$ cat src/rtl/benes_route_scheduler_pkg.sv
// Shared constants and token bundle for the Benes route scheduler.
// Stage words are indexed [slot][stage]; one bit per 2x2 switch.
package benes_route_scheduler_pkg;

    localparam int SIZE       = 32;
    localparam int STAGE_NUM  = 2 * $clog2(SIZE) - 1;
    localparam int SWITCH_NUM = SIZE / 2;
    localparam int STAGE_LAT  = 2;
    localparam int CFG_DEPTH  = 8;
    localparam int TAG_W      = 8;

    localparam int LAT      = STAGE_LAT * (STAGE_NUM - 1) + 1;
    localparam int CFG_ID_W = $clog2(CFG_DEPTH);
    localparam int STAGE_W  = $clog2(STAGE_NUM);

    typedef struct packed {
        logic                valid;
        logic [CFG_ID_W-1:0] cfg_id;
        logic [TAG_W-1:0]    tag;
    } benes_token_t;

endpackage

$ cat src/rtl/benes_route_scheduler_cfg_table.sv
// Permutation store: one write port, one read port per network stage.
// Owns the per-slot programmed flags.
module benes_cfg_table
    import benes_route_scheduler_pkg::*;
(
    input  logic                                 clk,
    input  logic                                 rst,
    input  logic                                 wr_en,
    input  logic [CFG_ID_W-1:0]                  wr_slot,
    input  logic [STAGE_W-1:0]                   wr_stage,
    input  logic [SWITCH_NUM-1:0]                wr_data,
    input  logic                                 wr_last,
    input  logic [STAGE_NUM-1:0][CFG_ID_W-1:0]   rd_slot,
    output logic [STAGE_NUM-1:0][SWITCH_NUM-1:0] rd_data,
    output logic [CFG_DEPTH-1:0]                 slot_valid
);

    localparam logic [STAGE_W-1:0] STAGE_LAST = STAGE_W'(STAGE_NUM - 1);

    logic [SWITCH_NUM-1:0] tbl [CFG_DEPTH][STAGE_NUM];
    logic                  wr_hit;

    // out-of-range stage indices are swallowed without side effects
    assign wr_hit = wr_en && (wr_stage <= STAGE_LAST);

    // table storage, no reset needed
    always_ff @(posedge clk) begin
        if (wr_hit) begin
            tbl[wr_slot][wr_stage] <= wr_data;
        end
    end

    // slot is issuable only after its committing write
    always_ff @(posedge clk) begin
        if (rst) begin
            slot_valid <= '0;
        end else if (wr_hit) begin
            slot_valid[wr_slot] <= wr_last;
        end
    end

    // each stage reads the word for the slot it currently holds
    always_comb begin
        for (int s = 0; s < STAGE_NUM; s++) begin
            rd_data[s] = tbl[rd_slot[s]][s];
        end
    end

endmodule

$ cat src/rtl/benes_route_scheduler.sv
// Token pipeline that steers per-stage Benes switch settings
// in lockstep with the data wavefront.
module benes_route_scheduler
    import benes_route_scheduler_pkg::*;
(
    input  logic                                 clk,
    input  logic                                 rst,
    input  logic                                 cfg_wr_en,
    input  logic [CFG_ID_W-1:0]                  cfg_wr_slot,
    input  logic [STAGE_W-1:0]                   cfg_wr_stage,
    input  logic [SWITCH_NUM-1:0]                cfg_wr_data,
    input  logic                                 cfg_wr_last,
    output logic                                 cfg_wr_ready,
    output logic [CFG_DEPTH-1:0]                 slot_valid,
    input  logic                                 in_valid,
    input  logic [CFG_ID_W-1:0]                  in_cfg_id,
    input  logic [TAG_W-1:0]                     in_tag,
    output logic                                 in_ready,
    output logic [STAGE_NUM-1:0][SWITCH_NUM-1:0] switch_set,
    output logic                                 out_valid,
    output logic [TAG_W-1:0]                     out_tag,
    output logic                                 busy
);

    benes_token_t pipe [1:LAT];
    benes_token_t stage_tok [STAGE_NUM];

    logic [STAGE_NUM-1:0][CFG_ID_W-1:0]   rd_slot;
    logic [STAGE_NUM-1:0][SWITCH_NUM-1:0] rd_data;
    logic [CFG_DEPTH-1:0]                 inflight;
    logic                                 issue;
    logic                                 wr_acc;

    // slots referenced by any token still in the pipeline
    always_comb begin
        inflight = '0;
        busy     = 1'b0;
        for (int k = 1; k <= LAT; k++) begin
            if (pipe[k].valid) begin
                inflight[pipe[k].cfg_id] = 1'b1;
                busy                     = 1'b1;
            end
        end
    end

    assign cfg_wr_ready = !inflight[cfg_wr_slot];
    assign wr_acc       = cfg_wr_en && cfg_wr_ready;

    // a pending write to the same slot beats the issue
    assign in_ready = slot_valid[in_cfg_id]
                   && !(cfg_wr_en && (cfg_wr_slot == in_cfg_id));
    assign issue    = in_valid && in_ready;

    // stage 0 is fed by the issuing token; later stages tap the pipe
    always_comb begin
        stage_tok[0].valid  = issue;
        stage_tok[0].cfg_id = in_cfg_id;
        stage_tok[0].tag    = in_tag;
        for (int s = 1; s < STAGE_NUM; s++) begin
            stage_tok[s] = pipe[s * STAGE_LAT];
        end
    end

    // idle stages fall back to bar setting
    always_comb begin
        for (int s = 0; s < STAGE_NUM; s++) begin
            rd_slot[s]    = stage_tok[s].cfg_id;
            switch_set[s] = stage_tok[s].valid ? rd_data[s] : '0;
        end
    end

    // token shift pipeline; reset drops everything in flight
    always_ff @(posedge clk) begin
        if (rst) begin
            for (int k = 1; k <= LAT; k++) begin
                pipe[k] <= '0;
            end
        end else begin
            pipe[1] <= stage_tok[0];
            for (int k = 2; k <= LAT; k++) begin
                pipe[k] <= pipe[k-1];
            end
        end
    end

    assign out_valid = pipe[LAT].valid;
    assign out_tag   = pipe[LAT].valid ? pipe[LAT].tag : '0;

    benes_cfg_table u_cfg_table (
        .clk        (clk),
        .rst        (rst),
        .wr_en      (wr_acc),
        .wr_slot    (cfg_wr_slot),
        .wr_stage   (cfg_wr_stage),
        .wr_data    (cfg_wr_data),
        .wr_last    (cfg_wr_last),
        .rd_slot    (rd_slot),
        .rd_data    (rd_data),
        .slot_valid (slot_valid)
    );

endmodule
$ cat config.mk
export PLATFORM = sky130hd
export DESIGN_NAME = benes_route_scheduler
export DESIGN_NICKNAME = d
export VERILOG_FILES = /design/src/rtl/benes_route_scheduler_pkg.sv /design/src/rtl/benes_route_scheduler_cfg_table.sv /design/src/rtl/benes_route_scheduler.sv
export SDC_FILE = /design/constraint.sdc
export NUM_CORES = 1
export LEC_CHECK = 0
export CORE_UTILIZATION = 55
export DETAILED_ROUTE_END_ITERATION = 6
export MAX_ROUTING_LAYER = met4
export PLACE_DENSITY = 0.8
export SETUP_SLACK_MARGIN = 0.4
export SYNTH_ARGS = -nofsm -noshare
export SYNTH_HDL_FRONTEND = slang
export SYNTH_SLANG_ARGS = --single-unit
$ cat constraint.sdc
create_clock -name clk -period 3.5 [get_ports clk]
set_input_delay 0.7 -clock clk [delete_from_list [all_inputs] [get_ports clk]]
set_output_delay 0.7 -clock clk [all_outputs]
set_load 0.01 [all_outputs]
Word-level counts from Yosys, hierarchy flattened
Memories as Yosys holds them, arrays and structs flattened.
Index checks and enable logic that the tools add are counted.
- output and inout port bits: 164
- memories: 2
- memory bits (read-only): 0
- RAM bits: 1356
- word-level logic and storage cells: 213
- bits of input ports: 39
- flip-flop bits (word level): 8
- bits in latches: 0
- memories (memory ; depth ; width ; read ports ; clocked after memory_dff ; write ports ; RTL line ; RTL):
    u_cfg_table.tbl ; 8 ; 144 ; 9 ; 0 ; 1 ; benes_route_scheduler_cfg_table.sv:20 ; logic [SWITCH_NUM-1:0] tbl [CFG_DEPTH][STAGE_NUM];
    pipe ; 17 ; 12 ; 17 ; 0 ; 17 ; benes_route_scheduler.sv:25 ; benes_token_t pipe [1:LAT];
- eq/ne operators: 1
- add/subtract/negate cells: 0
- shifts and indexed selects: 0
- multiplexer cells: 109
- divide/modulo/power cells: 0
- magnitude comparators: 40
- bitwise gates (word level): 34
- $mul: 0
- reduce and logical (&&, ||, !) cells: 26
- operators by type and width (kind ; count):
    12-bit 2-to-1 mux ; 17
    16-bit 2-to-1 mux ; 10
    144-bit 2-to-1 mux ; 1
    8-bit 2-to-1 mux ; 18
    8-bit OR ; 16
    3-bit by 4-bit less-than comparator with 1-bit output (second input constant) ; 19
    16-bit demux with 4-bit select ; 1
    1-bit demux with 3-bit select ; 18
    3-bit by 1-bit >= comparator with 1-bit output (second input constant) ; 18
    1-bit 2-to-1 mux ; 41
    1-bit logical AND ; 24
    1-bit OR ; 17
    8-bit bitwise mux ; 1
    1-bit binary-select mux with 3-bit select ; 2
    5-bit >= comparator (second input constant) ; 1
    5-bit by 1-bit less-than comparator with 1-bit output (second input constant) ; 1
    4-bit NOT with 5-bit output ; 1
    4-bit less-or-equal comparator (second input constant) ; 1
    3-bit == test ; 1
    1-bit zero test ; 2

Longest topological paths before layout
- depth in word-level cells: 44
- mapped depth: 10
- gate-level depth less buffers: 8

Cells and area by module
A second synthesis with hierarchy kept.
- cell total of the unflattened synthesis: 2657
- area, all modules: 53580.1 um^2
- modules (own cells, without submodules) (module ; seq. area each (um^2) ; cells each ; times used ; area an instance (um^2)):
    benes_cfg_table ; 34753.3 ; 1801 ; 1 ; 45260.9
    benes_route_scheduler ; 4083.9 ; 856 ; 1 ; 8319.2

Worst setup path after synthesis
Ideal clock, no wire load.
- path type: input port to flip-flop
- start: input port cfg_wr_slot[1]
- end: memory u_cfg_table.tbl[6][0] in the netlist's numbering (enable)
- setup slack: -203 ps
- arrival time: 3294 ps
- stages on the path: 10
- library setup time: 409 ps
- path buffers: 2
- data required time: 3091 ps
- cells stage by stage: buf_2 nor3_2 o41ai_1 a31oi_1 nand4_1 a211o_1 nand4_1 buf_6 nand4_4 nor3_1
- longest elaborated chain between the ends: 7
- RTL lines (element ; RTL line ; RTL):
    start, declared ; benes_route_scheduler.sv:9 ; input logic [CFG_ID_W-1:0] cfg_wr_slot,
    1-bit binary-select mux with 3-bit select ; benes_route_scheduler.sv:46 ; assign cfg_wr_ready = !inflight[cfg_wr_slot];
    1-bit 2-to-1 mux (implied by the code) ; benes_route_scheduler.sv:46 ;
    1-bit zero test ; benes_route_scheduler.sv:46 ;
    net cfg_wr_ready ; benes_route_scheduler.sv:13 ; output logic cfg_wr_ready,
    1-bit logical AND ; benes_route_scheduler.sv:47 ; assign wr_acc = cfg_wr_en && cfg_wr_ready;
    1-bit logical AND ; benes_route_scheduler_cfg_table.sv:24 ; assign wr_hit = wr_en && (wr_stage <= STAGE_LAST);
    1-bit 2-to-1 mux ; benes_route_scheduler_cfg_table.sv:28 ; if (wr_hit) begin
    144-bit 2-to-1 mux (implied by the code) ; benes_route_scheduler_cfg_table.sv:29 ; tbl[wr_slot][wr_stage] <= wr_data;
    end, declared ; benes_route_scheduler_cfg_table.sv:20 ;
The timed path passes the listed nets, and every way through them passes these cells. The select of a mux whose other input is x is not followed.

==> impl_metrics.yaml <==
status:
  status: "finished clean"
power:
  vdd_drop_max_uv: 474
  leakagePower_nw: 22.5
  p_per_area_mw_per_mm2: 503
die:
  dieArea_mm2: 0.0956
  core_area_mm2: 0.0935
  initial_utilization_pct: 55.6
  num_io_pins: 203
  num_rows: 112
  die_w_um: 309
  die_h_um: 309
sta:
  fmax_ghz: 0.290
  setup_violations: 0
  min_period_ns: 3.44
  slew_headroom_pct: 25.2
  hold_viol_final: 0
  tightest_slew_ns: 1.12
  skew_ns: 0.0308
  maxSlewViolCount: 0
  timing.final.ws_setup_ns: 0.0568
  tns_ns: 0
  fin_crit_sh_pct: 98.4
  rsz0062_at_grt: "true"
  holdWs_ns: 0.330
grt:
  track_usage_pct: 30.1
  antenna_found_initial: 5
  grt_pass1_vias: 29000
  grt.overflow.total: 0
  grt_max_degree: 89
  grt_pass1_wl_um: 198000
drt:
  drc: 0
  wl_per_cell_um: 30.6
  routed-via-count: 29100
  drt-total-wl_um: 142000
  first_iter_violations: 3311
  viasPerCell: 6.23
  first_pass_iters: 5
  drtAntennaViolNets: 0
worst_setup_path:
  crit_path_end_kind: "output port"
  required_ns: 2.80
  worst_setup_path_start_kind: "register"
  critPathKind: "register to output port"
  crit_arrival_ns: 2.74
  crit_fanout: 2
finish:
  layout.nets: 3333
  finalNonFillerCells: 4662
  fillerInstances: 5176
  syn2layout_area_growth_pct: 27.3
  final_layout_size_suffix_gt1_share_pct: 38.1
synthesis:
  ys_seq_elements: 1364
  yosysSeqAreaShare_pct: 74.8
  synth_largest_area_cell: "edfxtp_1"
  synth_nets: 2698
  syn_avg_cell_area_um2: 19.5
  netlist_top_cells_count: "edfxtp_1 (1152), nor2b_1 (339), mux4_2 (290), dfxtp_1 (212), mux2i_1 (152)"
  synth.most_common_cell: "edfxtp_1"
  async_reset_ff_share_pct: 0
  synth_area_mm2: 0.0519
  synthFlopType: "edfxtp_1"
  ys.warnings.count: 0
  synthCells: 2659
  synth_edf_count: 1152
  ys_top_cells_by_area: "edfxtp_1 (67%), mux4_2 (13%), dfxtp_1 (8.2%)"
  yosysTopAreaCellShare_pct: 66.6
  synthDistinctLibCells: 51
placed_design:
  dp.cells: 4168
  place.gp.congestion: 0.978
  io_buffers: 202
  dp_hpwl_um: 77700
  place_ws_ns: -0.423
hold_path:
  hold_class: "input pin to register"
clocking:
  path_clk_slew_ns: 0.06
  numCtsBuffers: 133
  cts_tree: "done"
  clock_sinks: 1364
  clockBufferDepth: 3
  htree_levels: 4
  insertion_delay_ns: 0.75
  root_buffer: "clkbuf_16"
flow_run:
  max-cap-violations: 0
## final timing paths
path	startpoint	end	slack, ns	cells past startpoint
setup / recovery	pipe[0][33]	cfg_wr_ready	0.06	8
hold / removal	in_cfg_id[1]	pipe[0][21]	0.33	2
setup reg to reg	pipe[0][191]	u_cfg_table.tbl[3][122]	0.42	13
hold reg to reg	pipe[0][183]	pipe[1][3]	0.43	1
## worst max-delay path: stages, from the launching register on
cell	delay, ns
dfxtp_1	0.37
nor2b_1	0.42
a32oi_1	0.16
nand4_1	0.12
nor3_1	0.09
a2111oi_2	0.31
nand4_1	0.19
buf_4	0.18
buf_4	0.15
## power by group
| group | internal (mW) | switching (mW) |
|---|---|---|
| clock network | 8.40 | 6.31 |
| registers | 17.6 | 0.0225 |
| logic | 0.308 | 0.599 |
## final cells by class
cell class              count  area (um2)  area share, %
well taps                1254        1570           2.37
flip-flops and latches   1364       39000           58.9
clock buffers             173        3660           5.54
clock inverters            74         831           1.26
diodes                      2        5.00        0.00757
multi-input cells        1132       13500           20.4
repair buffers            654        7540           11.4
inverters                   9        33.8         0.0511
## state kept, by name (all words and copies together) (netlist names)
signal and cells:
u_cfg_table.slot_valid 8, pipe 204, u_cfg_table.tbl 1152
## layout by cell type, fill, tap and decap left out, types with 29 or more instances in the layout
| master | count |
|---|---|
| edfxtp_1 | 1152 |
| nor2b_1 | 328 |
| mux4_2 | 290 |
| buf_4 | 201 |
| dfxtp_1 | 160 |
| clkbuf_16 | 144 |
| buf_12 | 127 |
| buf_2 | 93 |
| buf_6 | 90 |
| mux2i_1 | 81 |
| nor2_1 | 63 |
| mux2i_2 | 48 |
| dlymetal6s2s_1 | 48 |
| nor2_2 | 38 |
| clkdlybuf4s50_1 | 37 |
| nand4_1 | 34 |
| dfxtp_4 | 29 |
## stage by stage
| step | area (um2) | utilization (%) | power (mW) |
|---|---|---|---|
| finish | 66100 | 70.7 | 33.2 |
| global route | 66100 | 70.7 | 34.0 |
| CTS | 64100 | 68.6 | 33.2 |
| detailed placement | 57700 | 61.7 | 18.8 |
| global placement | 57700 | 61.7 | 18.8 |
| floorplan | 52000 | - | 18.3 |
## what timing repair did
action	in CTS	in global routing
buffers inserted	100	117
pin swaps	8	21
endpoints found under the setup margin	1300	1210
hold buffers	0	0
hold endpoints to repair	0	0
cloned	22	6
resized for setup	523	319
## cell families after synthesis
kind of cell	after synthesis	synth area share [%]
flip-flops	1364	74.8
AND/OR/NAND/NOR	648	7.82
multiplexers	442	15.5
buffers and inverters	163	1.27
AO/OA/AOI/OAI	40	0.564
XOR/XNOR	2	0.0337
## per-layer routing
metal / vias to the layer above / GRT usage [%] / routed length [um]
li1: 11900 / - / -
met1: 15000 / 38.0 / 52000
met2: 1894 / 49.8 / 73700
met3: 306 / 4.95 / 11800
met4: 0 / 10.4 / 5090
met5: - / - / 0
Note: power is estimated with default switching activity, not from simulation.
